--- src/rtl/dmem_lsu.sv ---
// dmem_lsu: load/store unit between the MEM stage and a word-wide data memory.
// Ports: req_* (valid/ready request in), resp_* (one-cycle response), mem_* (word memory side).
module dmem_lsu #(
  parameter int DMEM_ADDR_WIDTH = 12,
  parameter int DMEM_DEPTH      = 1024,
  parameter int REG_WIDTH       = 32
) (
  input  logic                       clk,
  input  logic                       reset_n,
  input  logic                       req_valid,
  output logic                       req_ready,
  input  logic                       req_we,
  input  logic [2:0]                 req_funct3,
  input  logic [DMEM_ADDR_WIDTH-1:0] req_addr,
  input  logic [REG_WIDTH-1:0]       req_wdata,
  output logic                       resp_valid,
  output logic [REG_WIDTH-1:0]       resp_rdata,
  output logic                       resp_err,
  output logic                       mem_wr_en,
  output logic [DMEM_ADDR_WIDTH-1:0] mem_addr,
  output logic [REG_WIDTH-1:0]       mem_wr_data,
  input  logic [REG_WIDTH-1:0]       mem_rd_data
);

  localparam int AW = DMEM_ADDR_WIDTH;
  localparam logic [31:0] LAST_WORD = 32'(DMEM_DEPTH - 4);

  typedef enum logic [2:0] {
    S_IDLE,
    S_RD,
    S_RMW_RD,
    S_RMW_WR,
    S_WR,
    S_ERR,
    S_RESP
  } state_e;

  state_e                state_q, state_d;
  logic                  we_q, we_d;
  logic [2:0]            f3_q, f3_d;
  logic [AW-1:0]         addr_q, addr_d;
  logic [REG_WIDTH-1:0]  wdata_q, wdata_d;
  logic [REG_WIDTH-1:0]  word_q, word_d;
  logic                  err_q, err_d;

  logic                  accept;
  logic [AW-1:0]         req_word;
  logic [31:0]           req_word_ext;
  logic                  f3_ok;
  logic                  misal;
  logic                  req_err;

  logic [AW-1:0]         word_addr;
  logic [4:0]            shamt;
  logic [31:0]           lane_data;
  logic [31:0]           lane_mask;
  logic [31:0]           merged;
  logic [31:0]           shifted;
  logic [31:0]           load_val;

  assign req_ready    = (state_q == S_IDLE);
  assign accept       = req_valid && req_ready;
  assign req_word     = {req_addr[AW-1:2], 2'b00};
  assign req_word_ext = 32'(req_word);

  // Stores only have B/H/W; loads add BU/HU.
  always_comb begin
    f3_ok = 1'b0;
    misal = 1'b0;
    case (req_funct3)
      3'b000: f3_ok = 1'b1;
      3'b001: begin
        f3_ok = 1'b1;
        misal = req_addr[0];
      end
      3'b010: begin
        f3_ok = 1'b1;
        misal = |req_addr[1:0];
      end
      3'b100: f3_ok = !req_we;
      3'b101: begin
        f3_ok = !req_we;
        misal = req_addr[0];
      end
      default: f3_ok = 1'b0;
    endcase
  end

  assign req_err = !f3_ok || misal
                || (req_word_ext > LAST_WORD);

  always_comb begin
    state_d = state_q;
    we_d    = we_q;
    f3_d    = f3_q;
    addr_d  = addr_q;
    wdata_d = wdata_q;
    word_d  = word_q;
    err_d   = err_q;
    unique case (state_q)
      S_IDLE: begin
        if (accept) begin
          we_d    = req_we;
          f3_d    = req_funct3;
          addr_d  = req_addr;
          wdata_d = req_wdata;
          err_d   = req_err;
          word_d  = '0;
          if (req_err)
            state_d = S_ERR;
          else if (!req_we)
            state_d = S_RD;
          else if (req_funct3 == 3'b010)
            state_d = S_WR;
          else
            state_d = S_RMW_RD;
        end
      end
      S_RD: begin
        word_d  = mem_rd_data;
        state_d = S_RESP;
      end
      S_RMW_RD: begin
        word_d  = mem_rd_data;
        state_d = S_RMW_WR;
      end
      S_RMW_WR: state_d = S_RESP;
      S_WR:     state_d = S_RESP;
      S_ERR:    state_d = S_RESP;
      S_RESP:   state_d = S_IDLE;
      default:  state_d = S_IDLE;
    endcase
  end

  assign word_addr = {addr_q[AW-1:2], 2'b00};
  assign shamt     = {addr_q[1:0], 3'b000};

  // f3_q[0] separates SH from SB; the lane mask keeps the rest of the old word.
  always_comb begin
    if (f3_q[0]) begin
      lane_data = {16'h0000, wdata_q[15:0]} << shamt;
      lane_mask = 32'h0000_ffff << shamt;
    end else begin
      lane_data = {24'h00_0000, wdata_q[7:0]} << shamt;
      lane_mask = 32'h0000_00ff << shamt;
    end
    merged = (word_q & ~lane_mask) | lane_data;
  end

  assign shifted = word_q >> shamt;

  always_comb begin
    case (f3_q)
      3'b000:  load_val = {{24{shifted[7]}}, shifted[7:0]};
      3'b001:  load_val = {{16{shifted[15]}}, shifted[15:0]};
      3'b100:  load_val = {24'h00_0000, shifted[7:0]};
      3'b101:  load_val = {16'h0000, shifted[15:0]};
      default: load_val = word_q;
    endcase
  end

  // Memory and response outputs depend on registered state only.
  always_comb begin
    mem_wr_en   = 1'b0;
    mem_addr    = '0;
    mem_wr_data = '0;
    resp_valid  = 1'b0;
    resp_rdata  = '0;
    resp_err    = 1'b0;
    unique case (state_q)
      S_RD, S_RMW_RD: mem_addr = word_addr;
      S_RMW_WR: begin
        mem_wr_en   = 1'b1;
        mem_addr    = word_addr;
        mem_wr_data = merged;
      end
      S_WR: begin
        mem_wr_en   = 1'b1;
        mem_addr    = word_addr;
        mem_wr_data = wdata_q;
      end
      S_RESP: begin
        resp_valid = 1'b1;
        resp_err   = err_q;
        resp_rdata = (err_q || we_q) ? '0 : load_val;
      end
      default: ;
    endcase
  end

  always_ff @(posedge clk or negedge reset_n) begin
    if (!reset_n) begin
      state_q <= S_IDLE;
      we_q    <= 1'b0;
      f3_q    <= '0;
      addr_q  <= '0;
      wdata_q <= '0;
      word_q  <= '0;
      err_q   <= 1'b0;
    end else begin
      state_q <= state_d;
      we_q    <= we_d;
      f3_q    <= f3_d;
      addr_q  <= addr_d;
      wdata_q <= wdata_d;
      word_q  <= word_d;
      err_q   <= err_d;
    end
  end

endmodule

--- config.mk ---
export PLATFORM = sky130hd
export DESIGN_NAME = dmem_lsu
export DESIGN_NICKNAME = d
export VERILOG_FILES = /design/src/rtl/dmem_lsu.sv
export SDC_FILE = /design/constraint.sdc
export NUM_CORES = 1
export LEC_CHECK = 0
export BUFFER_PORTS_ARGS = -buffer_cell sky130_fd_sc_hd__buf_2
export CORE_MARGIN = 3
export CORE_UTILIZATION = 30
export DETAILED_ROUTE_END_ITERATION = 12
export SLEW_MARGIN = 5
export SYNTH_ARGS = -nofsm -noshare
export SYNTH_HDL_FRONTEND = slang
export SYNTH_SLANG_ARGS = --single-unit
--- constraint.sdc ---
create_clock -name clk -period 3.9 [get_ports clk]
set_input_delay 0.585 -clock clk [delete_from_list [all_inputs] [get_ports clk]]
set_output_delay 0.585 -clock clk [all_outputs]
set_load 0.05 [all_outputs]
After elaboration in Yosys (flattened, before gate mapping). Index checks and enable logic that the tools add are counted.

Register bits after elaboration: 84. Bits of input ports: 83. Output and inout port bits: 80. Word-level logic and storage cells: 69.

$lt $le $gt $ge: 1. Equal/unequal tests: 14. Shifts and indexed selects: 5. Muxes and demuxes: 19. Bitwise logic cells: 3. Reductions and logical operators: 20.

Operators with widths (number): 32-bit two-way mux (5); 32-bit case mux with 2 select lines (2); 32-bit case mux with 4 select lines (1); 32-bit AND (1); 32-bit inverter (1); 32-bit bitwise OR (1); 16-bit by 5-bit << shifter with 32-bit output (1); 16-bit by 5-bit << shifter with 32-bit output (first input constant) (1); 8-bit by 5-bit << shifter with 32-bit output (1); 8-bit by 5-bit << shifter with 32-bit output (first input constant) (1); 32-bit by 5-bit >> shifter with 16-bit output (1); 3-bit == test (second input constant) (7); 12-bit by 10-bit > comparator with 1-bit output (second input constant) (1); 12-bit two-way mux (1); 3-bit two-way mux (4); 2-bit OR reduction (5); 3-bit by 1-bit == test with 1-bit output (second input constant) (3); 3-bit by 2-bit == test with 1-bit output (second input constant) (3); 3-bit zero test (3); 3-bit case mux with 3 select lines (1); 4-bit OR reduction (2); 1-bit case mux with 2 select lines (2); 2-bit AND reduction (2); 1-bit logical OR (3); 6 further kinds (9).

Logic depth before layout (Yosys ltp). Gate-level depths: netlist of run 1.

Depth in word-level cells: 9. Depth in mapped cells: 7. Gate-level depth less buffers: 4.

Least setup slack after synthesis of run 1. OpenSTA, ideal clock, no wires.

Kind: register to output. Start: register state_q[0]. End: output port resp_rdata[20]. Data arrival time: 2721 ps. Required time: 3315 ps. Path slack: 594 ps. Stages on the path, launching flop included: 6. Path buffers: 2. Path through: dfrtp_1 -> buf_2 -> nand3b_4 -> or2_1 -> buf_1 -> o41ai_1.

Longest elaborated chain between the ends: 2.

RTL lines: start: declaration (RTL line 38) `state_e state_q, state_d;`; start signal: assignment (RTL line 201) `state_q <= state_d;`; 3-bit == test (RTL line 170) `unique case (state_q)`; 32-bit two-way mux (RTL line 170); end: declaration (RTL line 17) `output logic [REG_WIDTH-1:0] resp_rdata,`.

No other way between the ends.

Worst setup path after layout of run 1.
Start: register addr_q[0]. End: output port resp_rdata[12].

Longest elaborated chain between the ends: 4.

RTL lines: start: declaration (RTL line 41) `logic [AW-1:0] addr_q, addr_d;`; start signal: assignment (RTL line 204) `addr_q <= addr_d;`; 32-bit by 5-bit >> shifter with 16-bit output (RTL line 150) `assign shifted = word_q >> shamt;`; 32-bit case mux with 4 select lines (RTL line 153) `case (f3_q)`; 32-bit two-way mux (RTL line 185) `resp_rdata = (err_q || we_q) ? '0 : load_val;`; 32-bit two-way mux (RTL line 170).

No other way between the ends.

==> results of run 1 <==
==> layout by cell type (no fill, tap or decap), types with 2 or more instances in the layout <==
master	synthesis	routed
sky130_fd_sc_hd__a21boi_0	2	2
sky130_fd_sc_hd__a21oi_1	25	25
sky130_fd_sc_hd__a221oi_1	8	8
sky130_fd_sc_hd__a22o_1	47	47
sky130_fd_sc_hd__a22oi_1	7	7
sky130_fd_sc_hd__and2_1	13	12
sky130_fd_sc_hd__buf_2	14	159
sky130_fd_sc_hd__buf_4	13	8
sky130_fd_sc_hd__clkbuf_16	0	9
sky130_fd_sc_hd__clkinv_2	0	2
sky130_fd_sc_hd__clkinvlp_4	0	4
sky130_fd_sc_hd__conb_1	1	2
sky130_fd_sc_hd__dfrtp_1	84	83
sky130_fd_sc_hd__inv_1	10	10
sky130_fd_sc_hd__mux2_2	62	62
sky130_fd_sc_hd__mux2i_1	29	29
sky130_fd_sc_hd__nand2_1	76	76
sky130_fd_sc_hd__nand2b_1	2	2
sky130_fd_sc_hd__nor2_1	34	33
sky130_fd_sc_hd__nor2_2	1	2
sky130_fd_sc_hd__nor2b_1	3	3
sky130_fd_sc_hd__nor3_1	2	2
sky130_fd_sc_hd__nor3_2	2	2
sky130_fd_sc_hd__o21ai_0	26	26
sky130_fd_sc_hd__o21ai_1	3	3
sky130_fd_sc_hd__o2bb2ai_1	7	7
sky130_fd_sc_hd__xnor2_1	2	2
==> cell type report <==
cell class              instances  area, µm²
well taps                     216        270
flip-flops and latches         84       2100
multi-input cells             372       2660
repair buffers                167        856
clock buffers                  10        239
inverters                      10       37.5
clock inverters                 6       40.0
fillers                      1694       9970
==> final timing paths <==
path                                         from                       to
max                         addr_q[0]$_DFFE_PN0P_           resp_rdata[12]
min                                       reset_n  wdata_q[30]$_DFFE_PN0P_
max reg2reg                state_q[2]$_DFFE_PN0P_   wdata_q[4]$_DFFE_PN0P_
min reg2reg                 addr_q[4]$_DFFE_PN0P_    addr_q[4]$_DFFE_PN0P_
max in group asynchronous                 reset_n    addr_q[0]$_DFFE_PN0P_
min in group clk                  mem_rd_data[27]   word_q[27]$_DFFE_PN0P_
==> cell usage after synthesis (2+ instances only) <==
master and n:
sky130_fd_sc_hd__buf_2 14, sky130_fd_sc_hd__nor3_1 2, sky130_fd_sc_hd__mux2i_1 29, sky130_fd_sc_hd__nor3_2 2, sky130_fd_sc_hd__inv_1 10, sky130_fd_sc_hd__nand2b_1 2, sky130_fd_sc_hd__buf_1 3, sky130_fd_sc_hd__o2bb2ai_1 7
sky130_fd_sc_hd__a22o_1 47, sky130_fd_sc_hd__o21ai_0 26, sky130_fd_sc_hd__clkbuf_1 10, sky130_fd_sc_hd__xnor2_1 2, sky130_fd_sc_hd__a22oi_1 7, sky130_fd_sc_hd__nor2_1 34, sky130_fd_sc_hd__buf_6 3, sky130_fd_sc_hd__nor2b_1 3
sky130_fd_sc_hd__mux2_2 62, sky130_fd_sc_hd__o21ai_1 3, sky130_fd_sc_hd__nand2_1 76, sky130_fd_sc_hd__a221oi_1 8, sky130_fd_sc_hd__dfrtp_1 84, sky130_fd_sc_hd__and2_1 13, sky130_fd_sc_hd__buf_4 13, sky130_fd_sc_hd__a21boi_0 2
sky130_fd_sc_hd__a21oi_1 25
==> per-stage QoR <==
step	power, mW	std cells
6_report	6.22	865
2_1_floorplan	4.52	509
4_1_cts	6.26	865
5_1_grt	6.62	865
3_5_place_dp	5.43	849
3_3_place_gp	5.36	849
==> logic make-up (layout without fill, tap and decap cells) <==
logic type / Yosys count / after routing / synth area share
mux: 91 / 91 / 0.196
flops: 84 / 84 / 0.417
xor+xnor: 2 / 2 / 0.00347
compound gates: 136 / 136 / 0.200
other cells: 1 / 2 / 0.000744
buf+inv: 53 / 193 / 0.0571
simple gates: 141 / 141 / 0.126
==> power breakdown <==
| part | switching, mW | internal (mW) |
|---|---|---|
| clock network | 0.358 | 0.446 |
| logic | 2.13 | 1.26 |
| registers | 0.715 | 1.31 |
==> state kept, by name, indices dropped and copies added (netlist names) <==
signal   cells
wdata_q     32
word_q      32
addr_q      12
f3_q         3
state_q      3
err_q        1
we_q         1
==> worst register-to-register path: stages (launching register included) <==
cell                      delay, ns
sky130_fd_sc_hd__dfrtp_1       0.55
sky130_fd_sc_hd__nor3_2        0.32
sky130_fd_sc_hd__and2_2        0.62
sky130_fd_sc_hd__buf_4         0.45
sky130_fd_sc_hd__mux2_2        0.40
==> per-layer routing <==
metal,vias up,wire [µm],track usage
met5,-,0,0
met4,0,316,0.0549
met3,21,1220,0.0535
met2,160,8160,0.297
met1,2195,7460,0.245
li1,2101,-,-
==> results by group, run 1 <==
Clocking
  – Sink count of the clock tree: 84
  – Clock-pin transition on the worst setup and hold timing paths: about 0.070 ns
  – Total CTS buffers: 9
  – Clock latency at the later pin of the worst-skew pair: ~0.34 ns
  – TritonCTS clock tree: done
  – Clock Root Buffer: sky130_fd_sc_hd__clkbuf_16
  – Post-cts repair resize count: 0
  – Buffers inserted by post-CTS timing repair: 0
  – Number of hold buffers added after CTS: 0
  – Deepest clock path buffer count: 2
  – H-tree Lvls: 3

Timing
  – Rel. slew slack: 0.244
  – Unrepaired setup endpoints after global routing: no
  – Final number of hold-violating endpoints: 0
  – Worst hold slack: a little over 0.4 ns
  – Number of max-slew violations in the final report: 0
  – Final Critical Period: about 3.5 ns
  – Setup TNS: 0 ns
  – Clock Skews: approximately 0.0063 ns
  – Number of setup violations in the final report: 0
  – Post-route setup slack: 0.407 ns
  – Share of the cycle needed by the critical path after routing: 0.896
  – Maximum operating frequency: 286 MHz
  – Actual slew at the worst max-slew pin: 1.13 ns

Power
  – Power per cell area: around 1000 nW/µm²
  – Peak VDD IR: around 0.00042 V
  – LEAKAGE: 3.06 nW

Floorplanning
  – Area of the core: between 15000 and 20000 µm²
  – Number of placed I/O pins: about 160
  – Die height: 136 µm
  – Die footprint: approximately 18000 µm²
  – Initial Util: 0.312
  – Count of standard-cell rows: 46
  – Die W: 136 µm

Synthesis
  – Number of synthesized flops with an enable pin: 0
  – Cell type with the largest total area after synthesis: sky130_fd_sc_hd__dfrtp_1
  – Async set-or-reset flop fraction in the synthesized netlist: 1.00
  – Area of the mapped netlist: 5040 µm²
  – Predominant post-synthesis flop cell: sky130_fd_sc_hd__dfrtp_1
  – Most area-consuming cells after synthesis: sky130_fd_sc_hd__dfrtp_1 (42%), sky130_fd_sc_hd__mux2_2 (14%), sky130_fd_sc_hd__a22o_1 (8.2%), sky130_fd_sc_hd__mux2i_1 (5.8%), sky130_fd_sc_hd__nand2_1 (5.7%)
  – Number of warnings issued by yosys: 0
  – Yosys top cell area share: 0.417
  – Sequential element share of the synthesized area: 0.417
  – Cells after Synth: 508
  – Netlist cell types: 46
  – Mean area per synthesized cell: roughly 9.9 µm²
  – Flip-flop and latch count after synthesis: 84

Status
  – Run status: finished, final reports clean

Setup path
  – Critical Path Slowest Stage Cell: sky130_fd_sc_hd__dfrtp_2
  – CP max stage delay: roughly 1.1 ns
  – CP Max Fanout: 43
  – Kind of launch point of the worst setup path: flop
  – Worst path buffer plus inverter count: 1
  – Cell family with most CP delay: flip-flops
  – CP Capture Type: output pin
  – Start-to-end type of the worst setup path: reg2out
  – CP Cell Sequence: mux2i_1 -> a22oi_2 -> o21ai_1 -> a221oi_1 -> buf_2
  – Reg2Reg Depth: 4
  – Worst path required time: about 3.3 ns
  – Reg-to-reg setup timing slack: ~1.4 ns
  – Number of logic stages on the critical path including buffering: 5
  – Arrival time reported for the critical path endpoint: around 2.9 ns

Placed design
  – Pre-CTS setup slack: 0.813 ns
  – Placement-stage cell area: 5930 µm²
  – Final estimated routing congestion in global placement: 0.861
  – Count of buffers inserted at the top-level ports: 160
  – Post-detail-place hpwl: 12900 µm

Drt
  – Total via count after detailed routing: ~4500
  – Post-DR vias/cell: 5.18
  – Final wirelength: about 17000 µm
  – Routed len/inst: approximately 20 µm
  – Remaining DRCs: 0
  – Starting DRC count in detailed routing: around 310
  – Number of antenna-violating nets in the routed design: 0
  – Iteration count of the initial detailed-routing pass: 4

Global routing
  – Largest net degree at the start of global routing: 85
  – Wire length of the first global-routing pass: ~26000 µm
  – Grt total ovfl: 0
  – Vias in the first global route: approximately 4500
  – Total routing resource utilization after global routing: 0.186
  – Antenna violations before repair: 0

Cells and area
  – Layout cell share with drive strength beyond 1: 0.402
  – Post-layout util: 0.384
  – Nets@finish: 727
  – Area grow syn2layout: 23.1%
  – Number of antenna cells inserted: 0
  – Final instance area: 6210 µm²

Flow run
  – Max-capacitance violation count: 0

Worst hold path
  – Worst Hold Class: in2async
Note: power is estimated with default switching activity, not from simulation.
==> inputs of run 2 (changes only) <==
BUFFER_PORTS_ARGS = unset   (was -buffer_cell sky130_fd_sc_hd__buf_2)
CAP_MARGIN = 40   (was unset)
DONT_BUFFER_PORTS = 1   (was unset)
clock period = 4.3 ns   (was 3.9 ns; I/O delays follow)
==> results by group, run 2 (synthesized netlist as in run 1, its figures left out) <==
Status
  – Run status: finished, final reports clean

Clocking
  – Buffers inserted by post-CTS timing repair: 0 (unchanged)
  – H-tree Lvls: 3 (unchanged)
  – Clock-pin transition on the worst setup and hold timing paths: 0.07 ns (about the same)
  – TritonCTS clock tree: done
  – Total CTS buffers: 9 (unchanged)
  – Clock latency at the later pin of the worst-skew pair: 0.35 ns (about the same)
  – Clock Root Buffer: sky130_fd_sc_hd__clkbuf_16
  – Sink count of the clock tree: 84 (unchanged)
  – Deepest clock path buffer count: 2 (unchanged)

Cells and area
  – Area grow syn2layout: 15.2%
  – Leading cell types in the layout, fill and taps excluded: sky130_fd_sc_hd__dfrtp_1 (83), sky130_fd_sc_hd__nand2_1 (76), sky130_fd_sc_hd__mux2_2 (62)
  – Commonest non-fill, non-tap cell in the layout: sky130_fd_sc_hd__dfrtp_1
  – Fill cell total of the finished layout: 1618 (-4.5%)
  – Layout cell share with drive strength beyond 1: 0.275 (-0.127)
  – Nets@finish: 601 (-17%)
  – Largest registers: wdata_q x32, word_q x32, addr_q x12

Setup path
  – CP Capture Type: output pin
  – Reg2reg end: wdata_q[1]$_DFFE_PN0P_
  – CP max stage delay: 0.75 ns (-0.31 ns)
  – Start-to-end type of the worst setup path: reg2out
  – CP Max Fanout: 24 (-44%)
  – Crit Reg-Reg Startpoint: state_q[2]$_DFFE_PN0P_
  – CP Cell Sequence: mux2i_1 -> a22oi_2 -> a32oi_2 -> nand2_1
  – Kind of launch point of the worst setup path: flop
  – Arrival time reported for the critical path endpoint: 2.81 ns (-0.10 ns)
  – Reg2Reg Depth: 5 (+1)
  – Worst path required time: 3.65 ns (+0.34 ns)
  – Reg-to-reg setup timing slack: 1.80 ns (+0.36 ns)
  – Critical Path Slowest Stage Cell: sky130_fd_sc_hd__dfrtp_2

Timing
  – Unrepaired setup endpoints after global routing: no
  – Share of the cycle needed by the critical path after routing: 0.804
  – Final number of hold-violating endpoints: 0 (unchanged)
  – Maximum operating frequency: slightly below 300 MHz
  – Number of setup violations in the final report: 0 (unchanged)
  – Clock Skews: 0.00642 ns (+0.0000878 ns)
  – Actual slew at the worst max-slew pin: 0.928 ns (-0.206 ns)
  – Number of max-slew violations in the final report: 0 (unchanged)
  – Setup TNS: 0 ns (unchanged)
  – Final Critical Period: 3.46 ns
  – Rel. slew slack: 0.382 (+0.138)

Global routing
  – Wire length of the first global-routing pass: 25300 µm (-3.2%)
  – Largest net degree at the start of global routing: 85 (unchanged)
  – Vias in the first global route: 4126 (-8.3%)
  – Grt total ovfl: 0 (unchanged)
  – Total routing resource utilization after global routing: 0.182 (-0.00423)
  – Antenna violations before repair: 2 (+2)

Drt
  – Routed len/inst: 22.6 µm (+14%)
  – Starting DRC count in detailed routing: 374 (+20%)
  – Remaining DRCs: 0 (unchanged)
  – Number of antenna-violating nets in the routed design: 0 (unchanged)
  – Iteration count of the initial detailed-routing pass: 6 (+2)
  – Post-DR vias/cell: 5.50 (+6.3%)
  – Total via count after detailed routing: 4071 (-9.1%)
  – Final wirelength: 16700 µm (-2.5%)

Floorplanning
  – Count of standard-cell rows: 46 (unchanged)
  – Die height: 136 µm (unchanged)
  – Area of the core: 16200 µm² (unchanged)
  – Die W: 136 µm (unchanged)
  – Initial Util: 0.312 (unchanged)
  – Number of placed I/O pins: 163 (unchanged)
  – Die footprint: 18400 µm² (unchanged)

Placed design
  – Post-detail-place hpwl: 12600 µm (-2.0%)
  – Final estimated routing congestion in global placement: 0.902 (+4.8%)
  – Count of buffers inserted at the top-level ports: 0 (-100%)

Worst hold path
  – Worst Hold Class: in2async

Power
  – Peak VDD IR: 0.000372 V (-11%)
  – Power per cell area: 990 nW/µm² (-1.3%)
  – Power, Total: 5.75 mW (-7.6%)
  – LEAKAGE: 2.57 nW (-16%)

Flow run
  – Max-capacitance violation count: 0 (unchanged)
run 2: worst max path at each step:
stage                           start        endpoint
4_1_cts         addr_q[0]$_DFFE_PN0P_  resp_rdata[19]
5_1_grt         addr_q[0]$_DFFE_PN0P_  resp_rdata[19]
6_report        addr_q[0]$_DFFE_PN0P_  resp_rdata[19]
3_3_place_gp    addr_q[0]$_DFFE_PN0P_   resp_rdata[0]
3_5_place_dp    addr_q[0]$_DFFE_PN0P_  resp_rdata[19]
2_1_floorplan  state_q[0]$_DFFE_PN0P_  resp_rdata[20]
run 2: area by class of cell:
class / count / area (µm²) / area share
Multi-Input combinational cell: 372 / 2720 / 0.468
Clock buffer: 10 / 239 / 0.0411
Clock inverter: 6 / 111 / 0.0192
Tap cell: 216 / 270 / 0.0465
Inverter: 10 / 37.5 / 0.00646
Sequential cell: 84 / 2100 / 0.362
Antenna cell: 1 / 2.50 / 0.000431
Timing Repair Buffer: 41 / 328 / 0.0564
run 2: power by group:
group / internal, mW / total [mW] / switching (mW)
logic: 1.07 / 3.05 / 1.97
registers: 1.19 / 1.80 / 0.612
clock network: 0.583 / 0.905 / 0.322
total: 2.84 / 5.75 / 2.91
run 2: per-layer routing:
layer,wire [µm],track usage,up-vias
li1,-,-,1842
met1,7120,0.237,2024
met2,7670,0.281,171
met3,1390,0.0565,32
met4,539,0.0717,2
met5,14,0,-
run 2: repair_timing:
item,4_1_cts,5_1_grt
setup endpoints to repair,0,0
hold buffers,1,0
gates resized for setup,0,0
hold endpoints to repair,84,0
run 2: per-stage QoR:
step	cells	hold slack [ns]	area, µm²	util	setup slack [ns]
after floorplan	509	0.349	5050	-	0.934
after global placement	720	0.353	5410	0.335	1.20
after detailed placement	722	0.354	5430	0.336	1.23
after CTS	739	0.213	5810	0.359	0.840
after global routing	739	0.198	5810	0.359	0.679
final	740	0.167	5810	0.359	0.844
run 2: worst max-delay path, delay by kind of cell (launching register included):
kind,cells,cell delay [ns]
flops,1,0.75
compound gates,2,0.86
simple gates,1,0.57
mux,1,0.28
==> inputs of run 3 (changes only) <==
clock period = 2.8 ns   (was 4.3 ns; I/O delays follow)
==> results by group, run 3 (synthesized netlist as in run 1, its figures left out) <==
Global routing
  – Total routing resource utilization after global routing: 0.185 (+0.00388)
  – Vias in the first global route: 4356 (+5.6%)
  – Antenna violations before repair: 2 (unchanged)
  – Grt total ovfl: 0 (unchanged)
  – Wire length of the first global-routing pass: 25800 µm (+2.1%)
  – Largest net degree at the start of global routing: 85 (unchanged)

Power
  – Peak VDD IR: 0.000602 V (+62%)
  – Power, Total: 8.94 mW (+56%)
  – Power per cell area: 1450 nW/µm² (+46%)
  – LEAKAGE: 2.76 nW (+7.5%)

Drt
  – Starting DRC count in detailed routing: 300 (-20%)
  – Final wirelength: 16800 µm (+0.53%)
  – Post-DR vias/cell: 5.40 (-1.8%)
  – Iteration count of the initial detailed-routing pass: 5 (-1)
  – Total via count after detailed routing: 4199 (+3.1%)
  – Remaining DRCs: 0 (unchanged)
  – Routed len/inst: 21.6 µm (-4.3%)
  – Number of antenna-violating nets in the routed design: 0 (unchanged)

Timing
  – Post-route setup slack: 0.144 ns (-0.701 ns)
  – Final number of hold-violating endpoints: 0 (unchanged)
  – Number of setup violations in the final report: 0 (unchanged)
  – Clock Skews: 0.00784 ns (+0.00142 ns)
  – Unrepaired setup endpoints after global routing: no
  – Worst hold slack: 0.188 ns (+0.0209 ns)
  – Maximum operating frequency: about 380 MHz
  – Number of max-slew violations in the final report: 0 (unchanged)
  – Final Critical Period: between 2 and 3 ns
  – Share of the cycle needed by the critical path after routing: 0.949
  – Rel. slew slack: 0.596 (+0.215)
  – Actual slew at the worst max-slew pin: 0.606 ns (-0.322 ns)

Clocking
  – H-tree Lvls: 3 (unchanged)
  – Total CTS buffers: 9 (unchanged)
  – Clock-pin transition on the worst setup and hold timing paths: 0.06 ns (about the same)
  – Clock Root Buffer: sky130_fd_sc_hd__clkbuf_16
  – Buffers inserted by post-CTS timing repair: 0 (unchanged)
  – Sink count of the clock tree: 84 (unchanged)
  – TritonCTS clock tree: done
  – Deepest clock path buffer count: 2 (unchanged)
  – Clock latency at the later pin of the worst-skew pair: 0.35 ns (about the same)

Status
  – Run status: finished, final reports clean

Setup path
  – Arrival time reported for the critical path endpoint: 2.24 ns (-0.57 ns)
  – Start-to-end type of the worst setup path: reg2out
  – Kind of launch point of the worst setup path: flop
  – CP Max Fanout: 15 (-38%)
  – Worst path required time: 2.38 ns (-1.27 ns)
  – CP Capture Type: output pin

Floorplanning
  – Number of placed I/O pins: 163 (unchanged)
  – Die footprint: 18400 µm² (unchanged)
  – Initial Util: 0.312 (unchanged)
  – Area of the core: 16200 µm² (unchanged)
  – Count of standard-cell rows: 46 (unchanged)
  – Die W: 136 µm (unchanged)
  – Die height: 136 µm (unchanged)

Placed design
  – Final estimated routing congestion in global placement: 0.871 (-3.4%)
  – Count of buffers inserted at the top-level ports: 0 (unchanged)
  – Post-detail-place hpwl: 12800 µm (+1.1%)
  – Pre-CTS setup slack: 0.336 ns (-0.889 ns)

Cells and area
  – Leading cell types in the layout, fill and taps excluded: sky130_fd_sc_hd__dfrtp_1 (82), sky130_fd_sc_hd__nand2_1 (76), sky130_fd_sc_hd__buf_4 (67)
  – Number of antenna cells inserted: 0 (-1)
  – Fill cell total of the finished layout: 1591 (-1.7%)
  – Commonest non-fill, non-tap cell in the layout: sky130_fd_sc_hd__dfrtp_1
  – Layout cell share with drive strength beyond 1: 0.332 (+0.0562)
  – Nets@finish: 639 (+6.3%)
  – Area grow syn2layout: 22.5%
  – Largest registers: wdata_q x32, word_q x32, addr_q x12

Worst hold path
  – Worst Hold Class: in2reg

Flow run
  – Max-capacitance violation count: 0 (unchanged)
[run 3: cell count changes in the layout (fill, tap and decap cells not counted), sizes merged]
| cell | change |
|---|---|
| buf | +37 |
| bufinv | -3 |
| clkinvlp | +2 |
| diode | -1 |
| dlygate4sd3 | +1 |
| inv | +1 |
[run 3: area by class of cell]
type / instances / area, µm² / area share
inverters: 10 / 37.5 / 0.00608
multi-input cells: 372 / 2750 / 0.446
repair buffers: 79 / 732 / 0.119
clock buffers: 10 / 229 / 0.0371
well taps: 216 / 270 / 0.0438
clock inverters: 6 / 48.8 / 0.00790
flip-flops and latches: 84 / 2100 / 0.341
[run 3: per-layer routing]
layer,GRT usage,share of wire,up-vias
met5,0,0.0015,-
met4,0.0789,0.036,4
met3,0.0587,0.079,38
met2,0.306,0.49,177
met1,0.223,0.39,2057
li1,-,-,1923
[run 3: power by group]
group | switching, mW | internal (mW) | total, mW
registers | 0.860 | 1.82 | 2.68
clock network | 0.501 | 0.607 | 1.11
logic | 3.17 | 1.98 | 5.15
[run 3: final timing paths]
path / from / endpoint / slack, ns / cells after the start
max: addr_q[0]$_DFFE_PN0P_ / resp_rdata[16] / 0.14 / 5
min: req_we / state_q[0]$_DFFE_PN0P_ / 0.19 / 1
max reg2reg: state_q[2]$_DFFE_PN0P_ / wdata_q[10]$_DFFE_PN0P_ / 0.82 / 4
min reg2reg: addr_q[6]$_DFFE_PN0P_ / addr_q[6]$_DFFE_PN0P_ / 0.50 / 1
max in group asynchronous: reset_n / wdata_q[14]$_DFFE_PN0P_ / 1.78 / 2
min in group asynchronous: reset_n / state_q[2]$_DFFE_PN0P_ / 0.65 / 2
[run 3: timing repair]
action / in CTS / in global routing
endpoints found under the hold margin: 84 / 0
setup endpoints to repair: 2 / 29
resized for setup: 1 / 8
gates cloned: 0 / 0
hold buffers: 2 / 0
[run 3: per-stage QoR]
stage / cell area, µm² / utilization / TNS, ns / cells
final: 6170 / 0.382 / 0 / 777
after global placement: 5820 / 0.360 / 0 / 759
after global routing: 6170 / 0.382 / 0 / 777
after detailed placement: 5820 / 0.360 / 0 / 759
after floorplan: 5050 / - / -0.0333 / 509
after CTS: 6140 / 0.380 / 0 / 777
[run 3: critical path, cell delays in order (launching register included)]
cell                      delay [ns]
sky130_fd_sc_hd__dfrtp_2        0.52
sky130_fd_sc_hd__mux2i_1        0.27
sky130_fd_sc_hd__a22oi_2        0.17
sky130_fd_sc_hd__a32oi_4        0.49
sky130_fd_sc_hd__nand2_1        0.21
sky130_fd_sc_hd__buf_4          0.24
